File: config.mk
export PLATFORM = sky130hd
export DESIGN_NAME = rom_frame_reader
export DESIGN_NICKNAME = d
export VERILOG_FILES = /design/src/rtl/rom_frame_reader.sv
export SDC_FILE = /design/constraint.sdc
export NUM_CORES = 1
export LEC_CHECK = 0
export ABC_AREA = 1
export CAP_MARGIN = 10
export CELL_PAD_IN_SITES_DETAIL_PLACEMENT = 1
export CELL_PAD_IN_SITES_GLOBAL_PLACEMENT = 2
export CORE_MARGIN = 10
export CORE_UTILIZATION = 33
export CTS_BUF_LIST = sky130_fd_sc_hd__clkbuf_8
export CTS_CLUSTER_SIZE = 24
export DETAILED_ROUTE_END_ITERATION = 8
export PLACE_DENSITY = 0.88
export SLEW_MARGIN = 20
export SYNTH_ARGS = -nofsm -noshare
export SYNTH_HDL_FRONTEND = slang
export SYNTH_SLANG_ARGS = --single-unit
File: constraint.sdc
create_clock -name clk -period 5.4 [get_ports clk]
set_clock_uncertainty 0.2 [all_clocks]
set_input_delay 0.54 -clock clk [delete_from_list [all_inputs] [get_ports clk]]
set_output_delay 0.54 -clock clk [all_outputs]
set_load 0.03 [all_outputs]
File: src/rtl/rom_frame_reader.sv
// Streams one image frame out of a synchronous ROM as a valid/ready pixel stream
// with column/row coordinates and frame markers, buffered by a two-entry FIFO.
module rom_frame_reader #(
    parameter int IMG_W  = 960,
    parameter int IMG_H  = 540,
    parameter int ADDR_W = 19
) (
    input  logic              clk,
    input  logic              rst_n,
    input  logic              start,
    input  logic              abort,
    output logic              busy,
    output logic              done,
    output logic [ADDR_W-1:0] rom_addr,
    input  logic [7:0]        rom_dout,
    output logic              m_valid,
    input  logic              m_ready,
    output logic [7:0]        m_data,
    output logic [9:0]        m_col,
    output logic [9:0]        m_row,
    output logic              m_sof,
    output logic              m_eol,
    output logic              m_eof
);

    localparam logic [ADDR_W-1:0] LAST_ADDR = ADDR_W'(IMG_W * IMG_H - 1);
    localparam logic [9:0]        LAST_COL  = 10'(IMG_W - 1);
    localparam logic [9:0]        LAST_ROW  = 10'(IMG_H - 1);

    typedef enum logic [1:0] {
        IDLE  = 2'd0,
        RUN   = 2'd1,
        DRAIN = 2'd2
    } state_t;

    state_t            r_state;
    state_t            w_nextState;

    logic [ADDR_W-1:0] r_addrCnt;
    logic              r_inflight;
    logic [7:0]        r_fifoMem [2];
    logic              r_wrPtr;
    logic              r_rdPtr;
    logic [1:0]        r_fifoCount;
    logic [9:0]        r_col;
    logic [9:0]        r_row;
    logic              r_done;

    logic              w_valid;
    logic              w_xfer;
    logic              w_eol;
    logic              w_eof;
    logic              w_startFrame;
    logic              w_abortFrame;
    logic              w_issue;
    logic              w_lastIssue;
    logic              w_eofXfer;
    logic [2:0]        w_occupancy;

    assign w_valid     = (r_fifoCount != 2'd0);
    assign w_xfer      = w_valid & m_ready;
    assign w_eol       = (r_col == LAST_COL);
    assign w_eof       = w_eol & (r_row == LAST_ROW);
    assign w_occupancy = {1'b0, r_fifoCount} + {2'b00, r_inflight};

    always_ff @(posedge clk) begin
        if (!rst_n) begin
            r_state <= IDLE;
        end else begin
            r_state <= w_nextState;
        end
    end

    always_comb begin
        w_nextState = r_state;
        case (r_state)
            IDLE: begin
                if (start) begin
                    w_nextState = RUN;
                end
            end
            RUN: begin
                if (abort) begin
                    w_nextState = IDLE;
                end else if (w_lastIssue) begin
                    w_nextState = DRAIN;
                end
            end
            DRAIN: begin
                if (abort || w_eofXfer) begin
                    w_nextState = IDLE;
                end
            end
            default: w_nextState = IDLE;
        endcase
    end

    // A read is only issued when the word it returns is guaranteed a FIFO slot.
    always_comb begin
        busy         = (r_state != IDLE);
        w_startFrame = (r_state == IDLE) && start;
        w_abortFrame = (r_state != IDLE) && abort;
        w_issue      = (r_state == RUN) && !abort &&
                       (w_occupancy <= (3'd1 + {2'b00, w_xfer}));
        w_lastIssue  = w_issue && (r_addrCnt == LAST_ADDR);
        w_eofXfer    = (r_state == DRAIN) && !abort && w_xfer && w_eof;
    end

    always_ff @(posedge clk) begin
        if (!rst_n) begin
            r_addrCnt    <= '0;
            r_inflight   <= 1'b0;
            r_fifoMem[0] <= 8'd0;
            r_fifoMem[1] <= 8'd0;
            r_wrPtr      <= 1'b0;
            r_rdPtr      <= 1'b0;
            r_fifoCount  <= 2'd0;
            r_col        <= 10'd0;
            r_row        <= 10'd0;
            r_done       <= 1'b0;
        end else begin
            r_done <= w_eofXfer;
            if (w_startFrame) begin
                r_addrCnt   <= '0;
                r_inflight  <= 1'b0;
                r_wrPtr     <= 1'b0;
                r_rdPtr     <= 1'b0;
                r_fifoCount <= 2'd0;
                r_col       <= 10'd0;
                r_row       <= 10'd0;
            end else if (w_abortFrame) begin
                r_inflight  <= 1'b0;
                r_wrPtr     <= 1'b0;
                r_rdPtr     <= 1'b0;
                r_fifoCount <= 2'd0;
            end else begin
                r_inflight <= w_issue;
                if (w_issue && !w_lastIssue) begin
                    r_addrCnt <= r_addrCnt + 1'b1;
                end
                if (r_inflight) begin
                    r_fifoMem[r_wrPtr] <= rom_dout;
                    r_wrPtr            <= ~r_wrPtr;
                end
                if (w_xfer) begin
                    r_rdPtr <= ~r_rdPtr;
                    if (w_eol) begin
                        r_col <= 10'd0;
                        r_row <= w_eof ? 10'd0 : r_row + 10'd1;
                    end else begin
                        r_col <= r_col + 10'd1;
                    end
                end
                r_fifoCount <= r_fifoCount + {1'b0, r_inflight} - {1'b0, w_xfer};
            end
        end
    end

    assign done     = r_done;
    assign rom_addr = r_addrCnt;
    assign m_valid  = w_valid;
    assign m_data   = r_fifoMem[r_rdPtr];
    assign m_col    = r_col;
    assign m_row    = r_row;
    assign m_sof    = w_valid & (r_col == 10'd0) & (r_row == 10'd0);
    assign m_eol    = w_valid & w_eol;
    assign m_eof    = w_valid & w_eof;

endmodule
=== After elaboration in Yosys (flattened, before gate mapping) ===
Memory sizes are Yosys's and may differ from the RTL's. A register that Yosys moved wholly into a read port is not among the register bits.
Cells that the tools add are included.

* Memories: 1
* Output and inout port bits: 53
* Bits of input ports: 13
* Bits in writable memories: 16
* Register bits: 47

{| class="wikitable"
|+ Memory list
! memory !! words !! bits a word !! rd ports !! clocked after Yosys merged registers in !! wr ports !! line !! text
|-
| r_fifoMem || 2 || 8 || 1 || 1 || 2 || 41 || <nowiki>logic [7:0] r_fifoMem [2];</nowiki>
|}

* Equal/unequal tests: 8
* Reductions and logical operators: 24
* Multiplexer cells: 18
* Bitwise gates (word level): 10
* $add $sub $neg: 7
* Magnitude comparators: 1

{| class="wikitable"
|+ Operators with widths
! operator !! number
|-
| adder 10 x 1 -> 10 bit, second input constant || 2
|-
| equality test 10 bit, second input constant || 2
|-
| zero test 10 bit || 2
|-
| two-way mux 10 bit || 2
|-
| adder 19 x 1 -> 19 bit, second input constant || 1
|-
| equality test 19 bit, second input constant || 1
|-
| two-way mux 1 bit || 10
|-
| logical AND 1 bit || 9
|-
| two-way mux 2 bit || 4
|-
| two-way mux 8 bit || 1
|-
| OR reduction 8 bit || 1
|-
| bitwise AND 1 bit || 6
|-
| case mux 2 bit (3 select lines) || 1
|-
| AND reduction 3 bit || 2
|-
| inequality test 2 bit, second input constant || 2
|-
| inverter 1 bit || 4
|-
| AND reduction 2 bit || 2
|-
| nonzero test 2 bit || 2
|-
| adder 2 x 1 -> 3 bit || 1
|-
| <= comparator 3 x 2 -> 1 bit || 1
|-
| inequality test 3 bit, second input constant || 1
|-
| OR reduction 3 bit || 1
|-
| adder 1 x 1 -> 2 bit, first input constant || 1
|-
| adder 2 x 1 -> 2 bit || 1
|-
| 7 further kinds || 8
|}

=== Longest topological paths before layout ===
* Depth in word-level cells: 9
* Mapped depth: 13

=== Worst setup path before layout ===
No wires, ideal clock.

* Kind: register -> output
* From: register r_col[0] (netlist: m_col[0])
* To: output m_eof
* Cell stages (with the launch flop): 6
* Slack: 2830 ps
* Required time: 4660 ps
* Path buffers: 0
* Arrival: 1830 ps
* Cells stage by stage: dfxtp_1 -> ha_1 -> nand3_1 -> nor2_1 -> nand2_1 -> nor3_1

* Longest elaborated chain between the ends: 3

{| class="wikitable"
|+ Ends and longest elaborated chain
! item !! line !! text
|-
| start: declaration || 45 || <nowiki>logic [9:0] r_col;</nowiki>
|-
| start signal: assignment || 151 || <nowiki>r_col <= r_col + 10'd1;</nowiki>
|-
| equality test 10 bit || 62 || <nowiki>assign w_eol = (r_col == LAST_COL);</nowiki>
|-
| bitwise AND 1 bit || 63 || <nowiki>assign w_eof = w_eol & (r_row == LAST_ROW);</nowiki>
|-
| bitwise AND 1 bit || 167 || <nowiki>assign m_eof = w_valid & w_eof;</nowiki>
|-
| end: declaration || 23 || <nowiki>output logic m_eof</nowiki>
|}

No other way between the ends.

=== Worst setup path after layout ===
Same ends and word-level chain as after synthesis.

==> summary.md <==
| Metric | Value |
|---|---|
| DR WL met3 | `432 µm` |
| Critical path peak fanout | `6` |
| Fin crit share | `61.18%` |
| PwrDens | `214.6 nW/µm²` |
| Final min period | `3.304 ns` |
| Path type of the worst min-delay path | `reg -> reg` |
| Crit start category | `register` |
| Clock share of power | `42.7%` |
| Vias in the first global route | `3485` |
| Antenna violations before repair | `0` |
| Static Leak | `1.675 nW` |
| Clock transition at the registers of the reported paths | `0.08 ns` |
| Post-synthesis sequential area ratio | `40.13%` |
| Worst reg2reg startpoint | `r_state[0]` |
| Seq pwr share | `50.9%` |
| Largest net degree at the start of global routing | `29` |
| Area Growth Syn to Fin | `27.59%` |
| Main synth FF type | `dfxtp_1` |
| Post-synthesis cell count | `494` |
| DR vias | `3374` |
| FF-to-FF setup slack | `2.75 ns` |
| Post-DP HPWL | `8.367 mm` |
| Mux share of post-synthesis cell area | `2.508%` |
| Worst Setup SP | `m_col[0]` |
| Syn nets | `517` |
| H-tree depth | `3` |
| Global-route wire length before repair | `18.10 mm` |
| Req. time, crit path | `4.66 ns` |
| Routed len/inst | `15.32 µm` |
| Tot Pwr | `0.0009837 W` |
| Sw Ratio | `25.65%` |
| Total congestion overflow | `0` |
| WP data arrival | `2.56 ns` |
| # hold bufs at CTS | `0` |
| Cts repair resizes | `0` |
| Syn avg cell area | `7.272 µm²` |
| Max-capacitance violation count | `0` |
| Synth unique cells | `39` |
| Root buffer cell | `clkbuf_8` |
| Post-CTS Setup Bufs | `0` |
| Post-route setup TNS | `0 ns` |
| Sw Pwr | `0.0002523 W` |
| Initial DRC count | `180` |
| CP endpoint | `m_eof` |
| DRC Markers | `0` |
| Final WL | `10.88 mm` |
| Compound-cell area share of the yosys netlist | `7.663%` |
| Simple-Gate Fraction of Synth Area | `34.41%` |
| Largest family of logic cells by synthesized area | `simple AND/OR/NAND/NOR gates` |
| Max Transition Viols Final | `0` |
| Slew HR | `54.98%` |
| WS Path Type | `reg -> out` |
| RSZ-0062 raised after global routing | `no` |
| Most common cell after layout, fill and taps aside | `nand2_1` |
| Hold_ws | `0.2925 ns` |
| Status | `complete, no violations` |
| Reg2Reg Depth | `6` |
| Combinational power share | `6.4%` |
| Most frequent cells in the layout | `nand2_1, nor2_1, clkdlybuf4s50_1, inv_1, dfxtp_1` |
| Ratio of cells with drive above 1 in the final layout | `8.772%` |
| Max IR drop VDD | `0.0001136 V` |
| WL met1 | `5.088 mm` |
| Core box area | `10750 µm²` |
| Total CTS buffers | `9` |
| Async set-reset flop share out of synthesis | `0%` |
| Yosys reg bits | `64` |
| Initial Utilization | `33.43%` |
| Synth Cell Area | `3592 µm²` |
| Adder-cell share of the synthesized area | `3.692%` |
| Die ar. | `15460 µm²` |
| Worst setup EP type | `output port` |
| Internal power | `0.0007313 W` |
| Ant. Diodes | `0` |
| I/O Buffers | `65` |
| DR pass1 iterations | `6` |
| Post-synthesis xor/xnor area fraction | `4.145%` |
| Clock Tree Buf Depth | `2` |
| Height of the die | `124.3 µm` |
| RR Endpoint | `r_fifoMem[1][6]` |
| Nets | `588` |
| FP Rows | `38` |
| Final hold vios | `0` |
| Setup violators final | `0` |
| Die W | `124.3 µm` |
| Sink Count | `64` |
| Via density | `4.752` |
| Synth warnings | `0` |
| Top Layer Used | `met4` |
| Top Ports | `66` |
| Met2 Routed Length | `5.241 mm` |
| Number of synthesized flops with an enable pin | `16` |
| Fmax | `302.7 MHz` |
| Tightest Pin Transition | `0.6729 ns` |
| DRT antenna net count | `0` |
| Placer congestion estimate | `0.8181` |
| GRT Total Usage | `13.97%` |
| CTS tree | `done` |
| Clock latency on the worst-skew pair | `0.35 ns` |
[through the flow]
step	setup slack, ns	util [%]	instance area, µm²	std cells
after floorplan	2.830	-	3592	494
after global placement	2.211	40.82	4387	694
after detailed placement	2.049	40.82	4387	694
after CTS	2.019	42.65	4583	710
after global routing	1.924	42.65	4583	710
final	2.096	42.65	4583	710
[routing by layer]
layer	vias to the layer above	GRT usage [%]
met2	41	23.82
met1	1602	16.99
li1	1720	-
met5	-	0
met4	0	3.701
met3	11	3.532
[cells in the mapped netlist, types with 2 or more instances]
library cell  instances  area share (%)
xor2_1               12             2.9
inv_1                59             6.2
mux2_2                8             2.5
ha_1                  9             3.1
a211oi_1              2            0.42
nor3_1               14             2.0
inv_2                 3            0.31
nor4_1                2            0.35
edfxtp_1             16              13
nand4_1              12             2.1
nand3b_1              2            0.42
dfxtp_1              48              27
or2_2                 2            0.35
nand3_1              20             2.8
buf_1                 2            0.21
xnor2_1               5             1.2
nor2_1               75             7.8
nand2_2               2            0.35
a21oi_1              21             2.9
a21oi_2               8             2.0
nand2_4               3            0.94
o21ai_1               2            0.28
o21ai_0              11             1.5
nor2_4                4             1.3
nand2_1             138              14
[logic make-up after synthesis]
| logic type | Yosys count |
|---|---|
| flip-flops | 64 |
| AO/OA/AOI/OAI | 47 |
| adder cells (fa/ha/maj) | 10 |
| buffers and inverters | 68 |
| AND/OR/NAND/NOR | 280 |
| XOR/XNOR | 17 |
| multiplexers | 8 |
[flip-flops by register name, summed over array words and instances, names as in the netlist, 2 cells and up, named ones only]
register	flops
rom_addr	19
r_fifoMem	16
m_col	10
m_row	10
r_fifoCount	2
r_state	2
[worst min path at each step]
stage	startpoint	endpoint	slack, ns	depth (start not counted)
3_5_place_dp	r_wrPtr	r_wrPtr	0.28	2
3_3_place_gp	r_wrPtr	r_wrPtr	0.28	2
2_1_floorplan	r_wrPtr	r_wrPtr	0.26	2
4_1_cts	r_wrPtr	r_wrPtr	0.30	2
5_1_grt	r_wrPtr	r_wrPtr	0.33	2
6_report	r_wrPtr	r_wrPtr	0.29	2
[area by class of cell]
class | instances | area [µm²]
fillers | 1396 | 6162
clock inverters | 7 | 72.57
well taps | 140 | 175.2
flip-flops and latches | 64 | 1441
multi-input cells | 362 | 1883
clock buffers | 9 | 123.9
inverters | 63 | 236.5
repair buffers | 65 | 650.6
[power groups by stage]
| stage | combinational [W] | clock (W) | sequential, W |
|---|---|---|---|
| after floorplan | 0.0000366 | 0 | 0.000511 |
| after global placement | 0.0000628 | 0 | 0.000511 |
| after detailed placement | 0.0000642 | 0 | 0.000512 |
| after CTS | 0.0000646 | 0.000426 | 0.000500 |
| after global routing | 0.0000699 | 0.000448 | 0.000501 |
| final | 0.0000633 | 0.000420 | 0.000500 |
[worst max-delay path, stage by stage, from the launching register on]
cell             delay, ns
dfxtp_1               0.45
ha_1                  0.25
nand3_1               0.09
nor2_1                0.11
nand2_1               0.14
nor3_1                0.42
clkdlybuf4s50_1       0.77
Power figures use the tool's default switching activity.
